File: config.mk
export PLATFORM = sky130hd
export DESIGN_NAME = instr_decode_stage
export DESIGN_NICKNAME = d
export VERILOG_FILES = /design/src/rtl/decode_pkg.sv /design/src/rtl/dec_skid_buf.sv /design/src/rtl/instr_decode_stage.sv
export SDC_FILE = /design/constraint.sdc
export NUM_CORES = 1
export LEC_CHECK = 0
export CAP_MARGIN = 20
export CORE_AREA = 2 2 103 105
export DETAILED_ROUTE_END_ITERATION = 8
export DIE_AREA = 0 0 105 107
export GPL_TIMING_DRIVEN = 0
export HOLD_SLACK_MARGIN = 0.05
export SLEW_MARGIN = 15
export SYNTH_ARGS = -nofsm -noshare
export SYNTH_HDL_FRONTEND = slang
export SYNTH_SLANG_ARGS = --single-unit
File: constraint.sdc
create_clock -name clk -period 5.5 [get_ports clk]
set_input_delay 1.1 -clock clk [delete_from_list [all_inputs] [get_ports clk]]
set_output_delay 1.1 -clock clk [all_outputs]
set_load 0.02 [all_outputs]
File: src/rtl/decode_pkg.sv
// decode_pkg: shared opcode constants, class codes, decoded bundle layout and
// decode helpers for the instruction decode stage.
package decode_pkg;

    // Primary opcodes (top three bits of the instruction word)
    localparam logic [2:0] OPC_BR   = 3'b001;
    localparam logic [2:0] OPC_CALL = 3'b010;
    localparam logic [2:0] OPC_LDR  = 3'b011;
    localparam logic [2:0] OPC_STR  = 3'b100;
    localparam logic [2:0] OPC_ALU  = 3'b101;
    localparam logic [2:0] OPC_MOV  = 3'b110;
    localparam logic [2:0] OPC_HALT = 3'b111;

    // Widths of the default configuration (16-bit instruction words)
    localparam int DEF_REG_AW = 3;
    localparam int DEF_DATA_W = 16;

    typedef enum logic [2:0] {
        CLS_NOP  = 3'd0,
        CLS_MOV  = 3'd1,
        CLS_ALU  = 3'd2,
        CLS_LDR  = 3'd3,
        CLS_STR  = 3'd4,
        CLS_BR   = 3'd5,
        CLS_CALL = 3'd6,
        CLS_HALT = 3'd7
    } instr_class_e;

    // Decoded bundle at the default widths. The stage builds the same field
    // order at its own parameterised widths.
    typedef struct packed {
        logic [2:0]            opcode;
        logic [1:0]            op;
        logic [DEF_REG_AW-1:0] rn;
        logic [DEF_REG_AW-1:0] rd;
        logic [1:0]            sh;
        logic [DEF_REG_AW-1:0] rm;
        logic [DEF_DATA_W-1:0] imm8;
        logic [DEF_DATA_W-1:0] imm5;
        instr_class_e          cls;
        logic                  illegal;
    } decoded_t;

    // Sign-extend field[msb:0] to 64 bits; callers truncate to their width.
    function automatic logic [63:0] sext_imm(input logic [7:0] field, input logic [2:0] msb);
        logic [63:0] mask;
        logic [63:0] wide;
        mask = (64'd1 << ({61'd0, msb} + 64'd1)) - 64'd1;
        wide = {56'd0, field} & mask;
        return field[msb] ? (wide | ~mask) : wide;
    endfunction

    // Class of an opcode/op pair; CLS_NOP marks an undefined encoding.
    function automatic instr_class_e classify(input logic [2:0] opc, input logic [1:0] op);
        instr_class_e cls;
        cls = CLS_NOP;
        case (opc)
            OPC_MOV:  if (op == 2'b10 || op == 2'b00) cls = CLS_MOV;
            OPC_ALU:  cls = CLS_ALU;
            OPC_LDR:  if (op == 2'b00) cls = CLS_LDR;
            OPC_STR:  if (op == 2'b00) cls = CLS_STR;
            OPC_BR:   if (op == 2'b00) cls = CLS_BR;
            OPC_CALL: if (op != 2'b01) cls = CLS_CALL;
            OPC_HALT: cls = CLS_HALT;
            default:  cls = CLS_NOP;
        endcase
        return cls;
    endfunction

endpackage

File: src/rtl/dec_skid_buf.sv
// dec_skid_buf: generic 2-entry valid/ready skid buffer with synchronous
// flush. The head entry drives the outputs directly; the skid entry only
// fills when the head stalls during an input transfer. in_ready is registered.
module dec_skid_buf #(
    parameter int W = 8
) (
    input  logic         clk,
    input  logic         reset,
    input  logic         flush,
    input  logic         in_valid,
    output logic         in_ready,
    input  logic [W-1:0] in_data,
    output logic         out_valid,
    input  logic         out_ready,
    output logic [W-1:0] out_data
);

    logic         r_head_valid;
    logic [W-1:0] r_head_data;
    logic         r_skid_valid;
    logic [W-1:0] r_skid_data;
    logic         r_in_ready;

    logic w_in_xfer;
    logic w_out_xfer;

    assign w_in_xfer  = in_valid & r_in_ready;
    assign w_out_xfer = r_head_valid & out_ready;

    // Head entry: refilled from skid when draining at occupancy 2, otherwise
    // loaded by an input transfer whenever it is empty or draining.
    always_ff @(posedge clk or posedge reset) begin
        if (reset) begin
            r_head_valid <= 1'b0;
            r_head_data  <= '0;
        end else if (flush) begin
            r_head_valid <= 1'b0;
        end else if (r_skid_valid) begin
            if (w_out_xfer) r_head_data <= r_skid_data;
        end else if (w_in_xfer && (!r_head_valid || w_out_xfer)) begin
            r_head_valid <= 1'b1;
            r_head_data  <= in_data;
        end else if (w_out_xfer) begin
            r_head_valid <= 1'b0;
        end
    end

    // Skid entry and registered in_ready (ready exactly when skid is empty).
    always_ff @(posedge clk or posedge reset) begin
        if (reset) begin
            r_skid_valid <= 1'b0;
            r_skid_data  <= '0;
            r_in_ready   <= 1'b1;
        end else if (flush) begin
            r_skid_valid <= 1'b0;
            r_in_ready   <= 1'b1;
        end else if (r_skid_valid) begin
            if (w_out_xfer) begin
                r_skid_valid <= 1'b0;
                r_in_ready   <= 1'b1;
            end
        end else if (w_in_xfer && r_head_valid && !w_out_xfer) begin
            r_skid_valid <= 1'b1;
            r_skid_data  <= in_data;
            r_in_ready   <= 1'b0;
        end
    end

    assign in_ready  = r_in_ready;
    assign out_valid = r_head_valid;
    assign out_data  = r_head_data;

endmodule

File: src/rtl/instr_decode_stage.sv
// instr_decode_stage: registered instruction decode stage. Splits the raw
// word into fields, classifies it, sign-extends immediates and hands the
// bundle plus PC tag to register fetch through a 2-entry skid buffer.
// Optional build macro DECODE_PERF_CNT_EN adds saturating perf counters.
module instr_decode_stage
    import decode_pkg::*;
#(
    parameter int REG_AW  = 3,
    parameter int INSTR_W = 16,
    parameter int DATA_W  = 16,
    parameter int PC_W    = 8
) (
    input  logic               clk,
    input  logic               reset,
    input  logic               flush,
    input  logic               in_valid,
    output logic               in_ready,
    input  logic [INSTR_W-1:0] in_instr,
    input  logic [PC_W-1:0]    in_pc,
    output logic               out_valid,
    input  logic               out_ready,
    output logic [2:0]         out_opcode,
    output logic [1:0]         out_op,
    output logic [REG_AW-1:0]  out_rn,
    output logic [REG_AW-1:0]  out_rd,
    output logic [1:0]         out_sh,
    output logic [REG_AW-1:0]  out_rm,
    output logic [DATA_W-1:0]  out_imm8,
    output logic [DATA_W-1:0]  out_imm5,
    output logic [2:0]         out_class,
    output logic               out_illegal,
`ifdef DECODE_PERF_CNT_EN
    output logic [31:0]        perf_decoded,
    output logic [31:0]        perf_stall,
`endif
    output logic [PC_W-1:0]    out_pc
);

    // Reject configurations whose field layout cannot be formed
    if (INSTR_W != 7 + 3 * REG_AW) begin : g_bad_instr_w
        $error("INSTR_W must equal 7 + 3*REG_AW");
    end
    if (DATA_W < 8 || DATA_W > 64) begin : g_bad_data_w
        $error("DATA_W must be in 8..64");
    end

    localparam int RN_LSB = 2 * REG_AW + 2;
    localparam int RD_LSB = REG_AW + 2;

    typedef struct packed {
        logic [2:0]        opcode;
        logic [1:0]        op;
        logic [REG_AW-1:0] rn;
        logic [REG_AW-1:0] rd;
        logic [1:0]        sh;
        logic [REG_AW-1:0] rm;
        logic [DATA_W-1:0] imm8;
        logic [DATA_W-1:0] imm5;
        instr_class_e      cls;
        logic              illegal;
    } dec_bundle_t;

    localparam int PAYLOAD_W = $bits(dec_bundle_t) + PC_W;

    dec_bundle_t            w_dec;
    dec_bundle_t            w_out_dec;
    logic [PAYLOAD_W-1:0]   w_in_payload;
    logic [PAYLOAD_W-1:0]   w_out_payload;
    logic [PC_W-1:0]        w_out_pc;
    logic                   w_out_valid;

    // Combinational decode of the incoming word
    always_comb begin
        w_dec         = '0;
        w_dec.opcode  = in_instr[INSTR_W-1 -: 3];
        w_dec.op      = in_instr[INSTR_W-4 -: 2];
        w_dec.rn      = in_instr[RN_LSB +: REG_AW];
        w_dec.rd      = in_instr[RD_LSB +: REG_AW];
        w_dec.sh      = in_instr[REG_AW +: 2];
        w_dec.rm      = in_instr[REG_AW-1:0];
        w_dec.imm8    = DATA_W'(sext_imm(in_instr[7:0], 3'd7));
        w_dec.imm5    = DATA_W'(sext_imm({3'b000, in_instr[4:0]}, 3'd4));
        w_dec.cls     = classify(w_dec.opcode, w_dec.op);
        w_dec.illegal = (w_dec.cls == CLS_NOP);
    end

    assign w_in_payload = {w_dec, in_pc};

    dec_skid_buf #(
        .W (PAYLOAD_W)
    ) u_skid (
        .clk       (clk),
        .reset     (reset),
        .flush     (flush),
        .in_valid  (in_valid),
        .in_ready  (in_ready),
        .in_data   (w_in_payload),
        .out_valid (w_out_valid),
        .out_ready (out_ready),
        .out_data  (w_out_payload)
    );

    assign {w_out_dec, w_out_pc} = w_out_payload;

    assign out_valid   = w_out_valid;
    assign out_opcode  = w_out_dec.opcode;
    assign out_op      = w_out_dec.op;
    assign out_rn      = w_out_dec.rn;
    assign out_rd      = w_out_dec.rd;
    assign out_sh      = w_out_dec.sh;
    assign out_rm      = w_out_dec.rm;
    assign out_imm8    = w_out_dec.imm8;
    assign out_imm5    = w_out_dec.imm5;
    assign out_class   = w_out_dec.cls;
    assign out_illegal = w_out_dec.illegal;
    assign out_pc      = w_out_pc;

`ifdef DECODE_PERF_CNT_EN
    logic [31:0] r_perf_decoded;
    logic [31:0] r_perf_stall;

    // Saturating count of output transfers; survives flush
    always_ff @(posedge clk or posedge reset) begin
        if (reset) begin
            r_perf_decoded <= '0;
        end else if (w_out_valid && out_ready && !(&r_perf_decoded)) begin
            r_perf_decoded <= r_perf_decoded + 32'd1;
        end
    end

    // Saturating count of stalled output cycles; survives flush
    always_ff @(posedge clk or posedge reset) begin
        if (reset) begin
            r_perf_stall <= '0;
        end else if (w_out_valid && !out_ready && !(&r_perf_stall)) begin
            r_perf_stall <= r_perf_stall + 32'd1;
        end
    end

    assign perf_decoded = r_perf_decoded;
    assign perf_stall   = r_perf_stall;
`endif

endmodule

==> results of run 1 <==
-- metrics by stage --
step                worst slack (ps)  util (%)  cell area [um^2]
CTS                             2674     41.42              4180
detailed placement              2578     39.90              4026
finish                          2713     41.42              4180
global route                    2600     41.42              4180
global placement                1809     39.87              4024
floorplan                       2945         -              2973
-- power by group through the flow --
| stage | combinational [mW] | sequential (mW) | clock [mW] |
|---|---|---|---|
| 2_1_floorplan | 0.358 | 0.707 | 0 |
| 3_3_place_gp | 0.713 | 0.648 | 0 |
| 3_5_place_dp | 0.727 | 0.655 | 0 |
| 4_1_cts | 0.730 | 0.648 | 0.336 |
| 5_1_grt | 0.764 | 0.664 | 0.360 |
| 6_report | 0.719 | 0.646 | 0.326 |
-- critical path: stages, from the launching register on --
cell             delay (ps)
dfrtp_1                 580
buf_4                   180
clkdlybuf4s50_1         600
-- layout make-up --
cell class	instances	area [um^2]	area share, %
Tap cell	136	170.2	4.071
Inverter	4	17.52	0.4190
Multi-Input combinational cell	152	1134	27.12
Buffer	50	346.6	8.291
Sequential cell	59	1478	35.35
Clock buffer	13	138.9	3.322
Clock inverter	3	15.01	0.3592
Timing Repair Buffer	88	880.8	21.07
-- layer usage --
layer,share of wire (%),vias up,wire [um]
met5,0,-,0
met4,1.2,0,85
met3,5.4,10,378
met2,47,70,3268
met1,46,1069,3240
li1,-,1077,-
-- cells by family (layout without fill, tap and decap cells) --
group | Yosys count | in the layout
mux | 47 | 47
flops | 59 | 59
compound gates | 48 | 48
buf+inv | 54 | 158
simple gates | 57 | 57
-- how the worst min path moves through the flow --
stage	end	startpoint	slack, ps
floorplan	u_skid.r_skid_data[11]	u_skid.r_skid_data[11]	450
finish	u_skid.r_skid_data[11]	u_skid.r_skid_data[11]	480
detailed placement	u_skid.r_skid_data[11]	u_skid.r_skid_data[11]	470
global route	u_skid.r_skid_data[11]	u_skid.r_skid_data[11]	500
CTS	u_skid.r_skid_data[11]	u_skid.r_skid_data[11]	480
global placement	u_skid.r_skid_data[11]	u_skid.r_skid_data[11]	460
-- cell usage in the layout (no fill, tap or decap), drive strengths merged, types with 6 or more instances in the layout --
| cell | count |
|---|---|
| a21oi | 30 |
| clkdlybuf4s50 | 88 |
| mux2i | 24 |
| o21ai | 6 |
| dfrtp | 58 |
| nand2 | 12 |
| nor2 | 27 |
| buf | 41 |
| mux2 | 23 |
| clkbuf | 22 |
-- state kept, by name, summed over array words and instances (netlist names) --
name / count
u_skid.out_data: 28
u_skid.in_ready: 1
u_skid.out_valid: 1
u_skid.r_skid_valid: 1
u_skid.r_skid_data: 28
==> flow_summary.json, run 1 <==
{
  "hold_viol": 0,
  "cts_tree": "yes",
  "cts_resized": 0,
  "track_usage_pct": 12.71,
  "synth_warnings": 0,
  "synth_flop_cell": "dfrtp_1",
  "p_total_mw": 1.691,
  "tightestPinTransition_ps": 830.0,
  "tns_ps": 0,
  "yosysMostFrequentCell": "dfrtp_1",
  "whs_ps": 478.6,
  "gp_congestion": 0.7850,
  "timing.rr.end": "u_skid.out_data[56]",
  "grt_max_degree": 60,
  "switchingPower_uw": 559.9,
  "outcome": "finished, final reports clean",
  "fmax_mhz": 358.8,
  "power_density_nw_per_um2": 404.5,
  "start_util_pct": 29.46,
  "routed-via-count": 2226,
  "die_x_um": 105,
  "ant_nets": 0,
  "busiest_layer": "met2",
  "syn_to_final_growth_pct": 40.61,
  "clkSlewWorstSetupHoldPaths_ps": 60,
  "cts_setup_buffers": 0,
  "drc": 0,
  "top_level_ports": 91,
  "p_seq_share_pct": 38.2,
  "crit_end": "out_imm5[11]",
  "grt_pass1_wl_um": 11030,
  "skew_ps": 9.873,
  "via_per_inst": 4.408,
  "ys_top_cells_by_count": "dfrtp_1 (58), buf_4 (33), a21oi_1 (30)",
  "holdBufCountCts": 0,
  "path_class": "flip-flop to output pin",
  "dp.cells": 489,
  "synth_top_family_by_area": "multiplexers",
  "seq_area_frac_synth_pct": 49.71,
  "cts_sinks": 59,
  "dieArea_um2": 11240,
  "rsz0062_at_grt": "false",
  "synthTopCellsByArea": "dfrtp_1 (49%), mux2_4 (9.6%), buf_4 (8.3%)",
  "setup_viol": 0,
  "period_minus_slack_ps": 2787,
  "r2r_cells": 6,
  "timing.rr.start": "u_skid.in_ready",
  "htreeDepth": 3,
  "chipHeight_um": 107,
  "wl_per_cell_um": 13.81,
  "syn_inst": 265,
  "clock-root-buffer": "clkbuf_8",
  "required_ps": 4400,
  "synthArstFlopShare_pct": 100.0,
  "setup.worst_path.start_class": "flip-flop",
  "antenna_found_initial": 0,
  "gr-total-overflow": 0,
  "diodes": 0,
  "max-cap-violations": 0,
  "synth-seq-cells": 59,
  "fin_cells": 505,
  "cp_data_arrival_time_ps": 1690,
  "nets": 393,
  "met2_usage_pct": 19.90,
  "synth_edf_count": 0,
  "combPwrFrac_pct": 42.5,
  "synth_area_um2": 2973,
  "core_um2": 10090,
  "synth_top_area_share_pct": 48.82,
  "post-dp-hpwl_um": 4920,
  "synth_fa_ha_area_share_pct": 0,
  "drive_above_1_share_pct": 21.95,
  "clock_latency_ps": 340,
  "p_leak_nw": 1.802,
  "synth_cell_types": 34,
  "drtPass1Iterations": 4,
  "power_frac_clock_pct": 19.3,
  "p_int_mw": 1.131,
  "postSynthAreaPerCell_um2": 11.22,
  "numPortBuffers": 88,
  "synth-simple-area-share_pct": 9.512,
  "cts_buffer_depth": 2,
  "n_fill_cell": 1018,
  "first_global_vias": 2159,
  "synth_compound_area_share_pct": 9.428,
  "hold_depth": 1,
  "synth_area_leader_cell": "dfrtp_1",
  "p_sw_share_pct": 33.11,
  "numCtsBuffers": 9,
  "grt_util_met1_pct": 16.86,
  "crit_start": "u_skid.out_data[48]",
  "crit_path_max_fanout": 15,
  "finalCritPeriodShare_pct": 50.68,
  "drtIter0Drc": 76,
  "grt_use_met3_pct": 3.708,
  "synth_mux_area_share_pct": 19.19,
  "vdd_drop_max_v": 0.0001198,
  "crit_path_end_kind": "output pin",
  "min_path_type": "flip-flop to flip-flop",
  "syn-num-nets": 294,
  "synth_xor_area_share_pct": 0,
  "final_max_slew_viol_count": 0,
  "relSlewSlack_pct": 44.67,
  "reg2reg_slack_ps": 3680,
  "wl_um": 6973,
  "floorplan.rows": 37
}
No activity file was read; power rests on OpenSTA's default activity.
==> inputs of run 2 (changes only) <==
clock period = 2.7 ns   (was 5.5 ns; I/O delays follow)
==> results of run 2 <==
Same layout as run 1 (identical final DEF). Status: finished, final reports clean.
Among the figures that moved: setup slack after placement 2578 ps -> 338.0 ps; setup slack after layout 2713 ps -> 472.7 ps; register-to-register setup slack 3680 ps -> 880 ps; total power 1.691 mW -> 3.445 mW; worst IR drop on VDD 0.0001198 V -> 0.0002440 V
